[src/rtl/draw_one_place_send_msg_pkg.sv]
// Shared game definitions: map geometry, card codes, message types, FSM states, ctrl payload.
package draw_one_place_send_msg_pkg;

    // Board geometry: 18 columns x 8 rows of 6-bit cells, row-major.
    localparam int unsigned MAP_COLS   = 18;
    localparam int unsigned MAP_ROWS   = 8;
    localparam int unsigned CELL_W     = 6;
    localparam int unsigned MAP_CELLS  = MAP_COLS * MAP_ROWS;
    localparam int unsigned MAP_W      = MAP_CELLS * CELL_W;

    // Tile pile: two decks of 53 codes each.
    localparam int unsigned NUM_TILES  = 106;
    localparam int unsigned DECK_SIZE  = 53;
    localparam int unsigned IDX_W      = 7;

    // Hand area: two rows starting at the first hand row.
    localparam int unsigned HAND_ROWS  = 2;
    localparam int unsigned HAND_CELLS = HAND_ROWS * MAP_COLS;

    // Field widths of the ctrl message.
    localparam int unsigned BLOCK_X_W  = 5;
    localparam int unsigned BLOCK_Y_W  = 3;
    localparam int unsigned MSG_W      = 4;
    localparam int unsigned SEL_LEN_W  = 3;

    // Cell code meaning "no card" and message-type codes.
    localparam logic [CELL_W-1:0] GAME_CARD_EMPTY = 6'd54;
    localparam logic [MSG_W-1:0]  GAME_MSG_NONE   = 4'd0;
    localparam logic [MSG_W-1:0]  GAME_MSG_DRAW   = 4'd3;
    localparam int unsigned       GAME_HAND_Y0    = 6;

    // Draw-and-place controller states.
    typedef enum logic [1:0] {
        ST_IDLE       = 2'd0,
        ST_SEND       = 2'd1,
        ST_WAIT_READY = 2'd2,
        ST_DONE       = 2'd3
    } dps_state_t;

    // Interboard ctrl message payload.
    typedef struct packed {
        logic                  move_dir;
        logic [BLOCK_X_W-1:0]  block_x;
        logic [BLOCK_Y_W-1:0]  block_y;
        logic [MSG_W-1:0]      msg_type;
        logic [CELL_W-1:0]     card;
        logic [SEL_LEN_W-1:0]  sel_len;
    } ctrl_msg_t;

    // Both decks share the same code space: tile i maps to code i mod 53.
    function automatic logic [CELL_W-1:0] tile_to_card(input logic [IDX_W-1:0] idx);
        if (idx < IDX_W'(DECK_SIZE)) begin
            return CELL_W'(idx);
        end
        return CELL_W'(idx - IDX_W'(DECK_SIZE));
    endfunction

endpackage

[src/rtl/draw_one_place_send_msg_first_set.sv]
// first_set_106: priority encoder returning the lowest set bit index of a 106-bit vector.
module first_set_106
    import draw_one_place_send_msg_pkg::*;
(
    input  logic [NUM_TILES-1:0] i_vec,
    output logic [IDX_W-1:0]     o_idx_c,
    output logic                 o_valid_c
);

    // Scan from the top down so the last hit is the lowest index.
    always_comb begin
        o_idx_c   = '0;
        o_valid_c = 1'b0;
        for (int i = NUM_TILES - 1; i >= 0; i--) begin
            if (i_vec[i]) begin
                o_idx_c   = IDX_W'(i);
                o_valid_c = 1'b1;
            end
        end
    end

endmodule

[src/rtl/draw_one_place_send_msg.sv]
// Draw the lowest available tile, pick the first empty hand cell and send one placement message.
module draw_one_place_send_msg
    import draw_one_place_send_msg_pkg::*;
#(
    parameter logic [5:0]  CARD_EMPTY = GAME_CARD_EMPTY,
    parameter logic [3:0]  MSG_DRAW   = GAME_MSG_DRAW,
    parameter int unsigned HAND_Y0    = GAME_HAND_Y0
)
(
    input  logic                  clk,
    input  logic                  rst,
    input  logic                  interboard_rst,
    input  logic                  draw_and_place_en,
    input  logic                  inter_ready,
    input  logic [MAP_W-1:0]      map,
    input  logic [NUM_TILES-1:0]  available_card,
    output logic                  draw_and_place_done,
    output logic                  draw_and_place_ready,
    output logic                  draw_place_ctrl_en,
    output logic                  draw_place_ctrl_move_dir,
    output logic [BLOCK_X_W-1:0]  draw_place_ctrl_block_x,
    output logic [BLOCK_Y_W-1:0]  draw_place_ctrl_block_y,
    output logic [MSG_W-1:0]      draw_place_ctrl_msg_type,
    output logic [CELL_W-1:0]     draw_place_ctrl_card,
    output logic [SEL_LEN_W-1:0]  draw_place_ctrl_sel_len
);

    dps_state_t r_state;
    ctrl_msg_t  r_msg;
    logic       r_ctrl_en;
    logic       r_done;
    logic       r_ready;

    logic [NUM_TILES-1:0] w_hand_empty;
    logic [IDX_W-1:0]     w_tile_idx;
    logic                 w_tile_valid;
    logic [IDX_W-1:0]     w_cell_idx;
    logic                 w_cell_valid;
    logic                 w_cell_row1;
    logic [BLOCK_X_W-1:0] w_block_x;
    logic [BLOCK_Y_W-1:0] w_block_y;
    logic [CELL_W-1:0]    w_card;
    logic                 w_map_unused;

    // Only the hand rows feed the cell search; the rest of the board is deliberately ignored.
    assign w_map_unused = ^map;

    // Empty flags for the hand cells in scan order (first hand row, then second), zero padded.
    for (genvar j = 0; j < NUM_TILES; j++) begin : g_hand
        if (j < HAND_CELLS) begin : g_cell
            localparam int unsigned CELL = (HAND_Y0 + j / MAP_COLS) * MAP_COLS + j % MAP_COLS;
            assign w_hand_empty[j] = (map[CELL*CELL_W +: CELL_W] == CARD_EMPTY);
        end else begin : g_pad
            assign w_hand_empty[j] = 1'b0;
        end
    end

    // Lowest available tile.
    first_set_106 u_tile_search (
        .i_vec     (available_card),
        .o_idx_c   (w_tile_idx),
        .o_valid_c (w_tile_valid)
    );

    // First empty hand cell.
    first_set_106 u_cell_search (
        .i_vec     (w_hand_empty),
        .o_idx_c   (w_cell_idx),
        .o_valid_c (w_cell_valid)
    );

    // Hand-cell index to board coordinates.
    assign w_cell_row1 = (w_cell_idx >= IDX_W'(MAP_COLS));
    assign w_block_x   = w_cell_row1 ? BLOCK_X_W'(w_cell_idx - IDX_W'(MAP_COLS))
                                     : BLOCK_X_W'(w_cell_idx);
    assign w_block_y   = BLOCK_Y_W'(HAND_Y0) + {2'b00, w_cell_row1};
    assign w_card      = tile_to_card(w_tile_idx);

    // Controller FSM with registered message fields and pulses.
    always_ff @(posedge clk) begin
        if (rst || interboard_rst) begin
            r_state   <= ST_IDLE;
            r_msg     <= '0;
            r_ctrl_en <= 1'b0;
            r_done    <= 1'b0;
            r_ready   <= 1'b1;
        end else begin
            r_ctrl_en <= 1'b0;
            r_done    <= 1'b0;
            case (r_state)
                ST_IDLE: begin
                    if (draw_and_place_en) begin
                        r_ready <= 1'b0;
                        if (w_tile_valid && w_cell_valid) begin
                            r_msg <= '{move_dir: 1'b0,
                                       block_x:  w_block_x,
                                       block_y:  w_block_y,
                                       msg_type: MSG_DRAW,
                                       card:     w_card,
                                       sel_len:  SEL_LEN_W'(1)};
                            r_ctrl_en <= 1'b1;
                            r_state   <= ST_SEND;
                        end else begin
                            // Nothing to place: finish without touching the message.
                            r_done  <= 1'b1;
                            r_state <= ST_DONE;
                        end
                    end
                end
                ST_SEND: begin
                    r_state <= ST_WAIT_READY;
                end
                ST_WAIT_READY: begin
                    if (inter_ready) begin
                        r_done  <= 1'b1;
                        r_state <= ST_DONE;
                    end
                end
                ST_DONE: begin
                    r_ready <= 1'b1;
                    r_state <= ST_IDLE;
                end
                default: begin
                    r_ready <= 1'b1;
                    r_state <= ST_IDLE;
                end
            endcase
        end
    end

    assign draw_and_place_done      = r_done;
    assign draw_and_place_ready     = r_ready;
    assign draw_place_ctrl_en       = r_ctrl_en;
    assign draw_place_ctrl_move_dir = r_msg.move_dir;
    assign draw_place_ctrl_block_x  = r_msg.block_x;
    assign draw_place_ctrl_block_y  = r_msg.block_y;
    assign draw_place_ctrl_msg_type = r_msg.msg_type;
    assign draw_place_ctrl_card     = r_msg.card;
    assign draw_place_ctrl_sel_len  = r_msg.sel_len;

endmodule

[config.mk]
export PLATFORM = sky130hd
export DESIGN_NAME = draw_one_place_send_msg
export DESIGN_NICKNAME = d
export VERILOG_FILES = /design/src/rtl/draw_one_place_send_msg_pkg.sv /design/src/rtl/draw_one_place_send_msg_first_set.sv /design/src/rtl/draw_one_place_send_msg.sv
export SDC_FILE = /design/constraint.sdc
export NUM_CORES = 1
export LEC_CHECK = 0
export CORE_AREA = 2 2 388 390
export DETAILED_ROUTE_END_ITERATION = 7
export DIE_AREA = 0 0 390 392
export GPL_ROUTABILITY_DRIVEN = 0
export PLACE_DENSITY = 0.3
export SLEW_MARGIN = 20
export SYNTH_ARGS = -nofsm -noshare
export SYNTH_HDL_FRONTEND = slang
export SYNTH_SLANG_ARGS = --single-unit
[constraint.sdc]
create_clock -name clk -period 3.2 [get_ports clk]
set_clock_uncertainty 0.05 [all_clocks]
set_input_delay 0.8 -clock clk [delete_from_list [all_inputs] [get_ports clk]]
set_output_delay 0.8 -clock clk [all_outputs]
set_load 0.02 [all_outputs]
Yosys cells after proc, flatten, opt, wreduce, memory -nomap -nowiden

Cells that the tools add are included.
Widths: inputs -> output; s select.

Equality and inequality tests: 41
Add/subtract/negate cells: 3
Order comparisons: 2
Bitwise gates (word level): 2
Reduce and logical (&&, ||, !) cells: 8
Multiplexer cells: 299

Operators with widths:

| operator            | number |
|---|---|
| $mux 7              | 106 |
| $mux 6              | 38 |
| $eq 6x6->1 const B  | 36 |
| $mux 1              | 148 |
| $pmux 2 s4          | 1 |
| $lt 7x6->1 const B  | 1 |
| $ge 6x5->1 const B  | 1 |
| $mux 2              | 3 |
| $sub 6x6->6 const B | 1 |
| $mux 5              | 1 |
| $sub 5x5->5 const B | 1 |
| $eq 2x2->1 const B  | 2 |
| $ne 2x2->1 const B  | 2 |
| $pmux 1 s2          | 2 |
| $reduce_and 2->1    | 2 |
| $add 2x2->3 const A | 1 |
| $reduce_and 3->1    | 1 |
| $reduce_or 3->1     | 1 |
| $eq 2x1->1 const B  | 1 |
| $logic_not 2->1     | 1 |
| $not 1->1           | 2 |
| $reduce_bool 2->1   | 1 |
| $logic_and 1x1->1   | 1 |
| $logic_or 1x1->1    | 1 |

Output and inout port bits: 25
Input bits: 975
Logic and storage cells: 364
Flip-flop bits (word level): 21

Depth between registers and ports, before layout

Depth in word-level cells: 110
Mapped depth: 13

Hierarchy

A second synthesis with hierarchy kept.

Cells, all modules: 688
Area total of the unflattened synthesis: 4443.0 um^2

By module, submodules not included:

| module                  | seq. area each (um^2) | cells each | area an instance (um^2) | times used |
|---|---|---|---|---|
| first_set_106           | 0.0                   | 243        | 1406.3                  | 2 |
| draw_one_place_send_msg | 360.3                 | 202        | 1630.3                  | 1 |

Worst setup path before layout

Ideal clock, no wire load.

Path type: input -> register
From: in available_card[17]
To: reg r_msg, in the netlist draw_place_ctrl_card[4]
Stages on the path: 12
Library setup time: 0.070 ns
Setup slack: -0.063 ns
Arrival: 3.143 ns
Path through: or4_1 > a21oi_1 > o21ai_0 > a2111oi_0 > nand2_2 > or2_2 > ha_1 > nand2b_1 > o21ai_1 > o211ai_1 > xor2_1 > a21oi_1

Word-level cells in the longest chain between the ends: 21

RTL lines:

| item                   | line                                    | text |
|---|---|---|
| start: declaration     | draw_one_place_send_msg.sv:16           | `input logic [NUM_TILES-1:0] available_card,` |
| $mux 7 (18 in series)  | draw_one_place_send_msg_first_set.sv:15 | `if (i_vec[i]) begin` |
| $lt 7x6->1             | draw_one_place_send_msg_pkg.sv:52       | `if (idx < IDX_W'(DECK_SIZE)) begin` |
| $mux 1                 | draw_one_place_send_msg_pkg.sv:52       |  |
| $mux 6                 | draw_one_place_send_msg_pkg.sv:55       | `return CELL_W'(idx - IDX_W'(DECK_SIZE));` |
| end signal: assignment | draw_one_place_send_msg.sv:95           | `r_msg <= '{move_dir: 1'b0,` |
| end: declaration       | draw_one_place_send_msg.sv:29           | `ctrl_msg_t r_msg;` |

Several ways; a longest one is shown, not always the timed one. The select of a mux whose other input is x is not followed.
A chain may end at the register's enable or synchronous reset.

Worst setup path after layout

Same ends and word-level chain as after synthesis.

==> results.md <==
- Commonest cells after routing, fill and taps aside: 251 x buf_4, 140 x clkdlybuf4s50_1, 114 x dlygate4sd2_1
- WL/cell: ~13 um
- Hold EP: draw_place_ctrl_card[0]$_SDFFE_PP0P_
- Crit start category: input pin
- Max Buffers Root-to-Sink: 2
- Status: complete, no violations
- # port buffers: 346
- Worst VDD drop: approximately 0.13 mV
- Int Power: ~0.0011 W
- Layout Cells excl Fill: about 3100
- Yosys warns: 0
- Post-synthesis sequential area ratio: between 10% and 20%
- Syn Inst Count: between 500 and 600
- R2r worst-path depth: 8
- Cell Rows: about 140
- Fill cells: 17400
- Clk_lat worst skew: between 0.2 and 0.3 ns
- Die Area: ~150000 um^2
- Die H: 392 um
- Largest cells by area after synthesis: dfxtp_1 10%, nor4bb_1 9.1%, nor2_1 7.1%, nor4_1 5.5%, nand3_1 5.0%
- Initial antenna violation count: 14
- Synth area leader: dfxtp_1
- Remaining Overflow, GRT: 0
- Async SR Flop Fraction: 0%
- Pin count of the biggest net entering global routing: 12
- Clock period minus worst slack: ~3.2 ns
- Slew HR: 55.19%
- Setup CP Type: in -> reg
- # IOs: 1000
- Post-synth top area share: between 10% and 20%
- DRT Pass-1 Iters: 5
- Sw frac: 36.48%
- Power Dens Cells: 126.2 nW/um^2
- Post-Syn Area: between 3000 and 4000 um^2
- Final setup TNS: 0 ns
- RSZ-0062 raised after global routing: yes
- Dominant synthesized flop cell: dfxtp_1
- Vias per cell: 2.165
- Detailed Route WL: between 40000 and 50000 um
- H-tree depth: 1
- Vias in the first global route: 7214
- Die W: ~390 um
- F_max: 313.1 MHz
- Netlist cell types: 72
- Total power draw: 0.001682 W
- Number of remaining DRC errors: 0
- Clock share of power: 16.1%
- Reg2reg end: draw_place_ctrl_card[3]$_SDFFE_PP0P_
- Maximum fanout along the worst path: 3
- Syn-to-layout area delta: 280.2%
- First-pass GRT wire length: around 53000 um
- Routed vias: ~6800
- Cts bufs inserted: 3
- HP Start: draw_place_ctrl_card[0]$_SDFFE_PP0P_
- Final HPWL DP: between 30000 and 40000 um
- GRT Total Usage: about 5.0%
- Synthesis-stage register bit count: 18
- Final #Nets: around 2200
- R2R Setup Slk: roughly 1.1 ns
- Sw Pwr: 0.0006136 W
- Endpoints failing setup: 0
- Final Hold Viols: 0
- Initial core utilization: ~2.4%
- Clock tree root driver cell: clkbuf_16
- Worst R2R Start: r_state[0]$_SDFFE_PP0P_
- Clock Sinks: 18
- Post-synth EDFFs: 0
- DP Cell Count: slightly above 3000
- Iter 0 DRT Violations: around 130
- Comb pwr share: between 60% and 70%
- Worst EP required: around 3.4 ns
- Hold Crit Depth: 2
- Leakage: 5.000 nW
- Share of layout cells above drive strength 1: between 40% and 50%
- CTS tree: yes
- Max Cap Violations: 0
- Hold-fix buffers, CTS: 0
- Mapped Avg Cell Area: approximately 6.6 um^2
- Slew Limit Fails: 0
- Final Cycle Share: 99.82%
- Power share of the sequential group: 14.5%
- Clk slew on worst S/H paths: about 0.060 ns
- CP endpoint kind: flop
- Worst Path Arrival: between 3 and 4 ns
- Antenna viol nets, final: 0
- Commonest non-fill, non-tap cell in the layout: buf_4
- Hold Crit Class: reg -> reg
- Core Area: between 100000 and 150000 um^2
- Worst slew pin tran: around 0.67 ns
-- layout make-up --
| type | count | area, um^2 | area share, % |
|---|---|---|---|
| inverters | 25 | 93.84 | 0.7040 |
| clock buffers | 3 | 75.07 | 0.5632 |
| repair buffers | 648 | 5697 | 42.74 |
| flip-flops and latches | 18 | 360.3 | 2.703 |
| multi-input cells | 476 | 4656 | 34.93 |
| well taps | 1944 | 2432 | 18.25 |
| diodes | 6 | 15.01 | 0.1126 |
-- cells in the mapped netlist, types with 3 or more instances --
cell	instances
and2_1	6
ha_1	5
or4_1	8
inv_1	25
a211oi_1	9
nand3_1	35
o211ai_1	8
nand2_1	41
or2_2	3
a21o_1	3
nor3_1	18
nand2b_1	6
dfxtp_1	18
o21ai_1	9
o21ai_0	29
o21bai_1	7
a311oi_1	5
a2111oi_0	6
clkbuf_1	3
buf_4	9
o31ai_1	11
nand4_1	18
nand4b_1	4
nor3b_1	5
or4_4	5
nor2_1	66
and3_1	4
nor4_1	31
a31oi_1	9
a21oi_1	31
nor4bb_1	32
nor2b_1	12
-- power groups by stage --
stage	Sequential [W]	Clock, W	Combinational [W]
global route	0.000245	0.000300	0.00126
finish	0.000243	0.000270	0.00117
CTS	0.000244	0.000297	0.00112
global placement	0.000249	0	0.00101
floorplan	0.000256	0	0.000213
detailed placement	0.000248	0	0.00100
-- how the worst max path moves through the flow --
stage                     slack [ns]                                      end          startpoint
after floorplan                 0.02     draw_place_ctrl_card[4]$_SDFFE_PP0P_  available_card[17]
after global placement         -1.97  draw_place_ctrl_block_x[3]$_SDFFE_PP0P_            map[812]
after detailed placement       -1.75  draw_place_ctrl_block_x[3]$_SDFFE_PP0P_            map[812]
after CTS                      -0.08     draw_place_ctrl_card[4]$_SDFFE_PP0P_  available_card[85]
after global routing           -0.14     draw_place_ctrl_card[4]$_SDFFE_PP0P_  available_card[39]
final                          0.006     draw_place_ctrl_card[4]$_SDFFE_PP0P_  available_card[17]
-- cells by family (layout without fill, tap and decap cells) --
| family | count (synthesis) | in the layout | share of synthesized area [%] |
|---|---|---|---|
| xor+xnor | 2 | 2 | 0.4997 |
| other cells | 1 | 11 | 0.1070 |
| flops | 18 | 18 | 10.28 |
| simple gates | 305 | 305 | 50.96 |
| mux | 2 | 2 | 0.6067 |
| buf+inv | 38 | 676 | 5.246 |
| compound gates | 157 | 157 | 30.51 |
| fa+ha+maj | 5 | 5 | 1.784 |
-- stage by stage --
step,hold WS (ns),setup slack (ns),cell area [um^2],utilization [%]
after floorplan,0.4292,0.01726,3532,-
after global placement,0.4171,-1.970,11270,7.570
after detailed placement,0.4150,-1.751,11280,7.578
after CTS,0.4243,-0.07884,12850,8.632
after global routing,0.4549,-0.1424,13320,8.947
final,0.4203,0.005649,13330,8.952
-- metal layers --
metal	vias to the layer above	wire, um	GRT usage [%]
met1	3132	20330	7.306
met2	215	17200	7.483
met5	-	21	0
met4	4	216	0.2597
li1	3379	-	-
met3	25	2582	1.436
-- what timing repair did --
| item | in CTS | in global routing |
|---|---|---|
| gates resized for setup | 528 | 180 |
| endpoints found under the setup margin | 16 | 13 |
| pin swaps | 161 | 113 |
| setup buffers | 49 | 21 |
-- critical path, stage by stage --
cell	delay, ns
dlygate4sd2_1	0.27
or4_4	0.44
a21oi_4	0.14
o21ai_2	0.07
a2111oi_2	0.31
buf_4	0.21
nand2_2	0.06
or2_4	0.24
ha_4	0.15
nand2b_4	0.13
o21ai_2	0.10
o211ai_1	0.11
xor2_1	0.15
a21oi_1	0.15
-- registers in the layout (all words and copies together), names as in the netlist --
name                     count
r_state                      2
draw_place_ctrl_block_y      2
draw_and_place_ready         1
draw_place_ctrl_en           1
draw_place_ctrl_block_x      5
draw_place_ctrl_card         6
draw_and_place_done          1
Note: power is estimated with default switching activity, not from simulation.
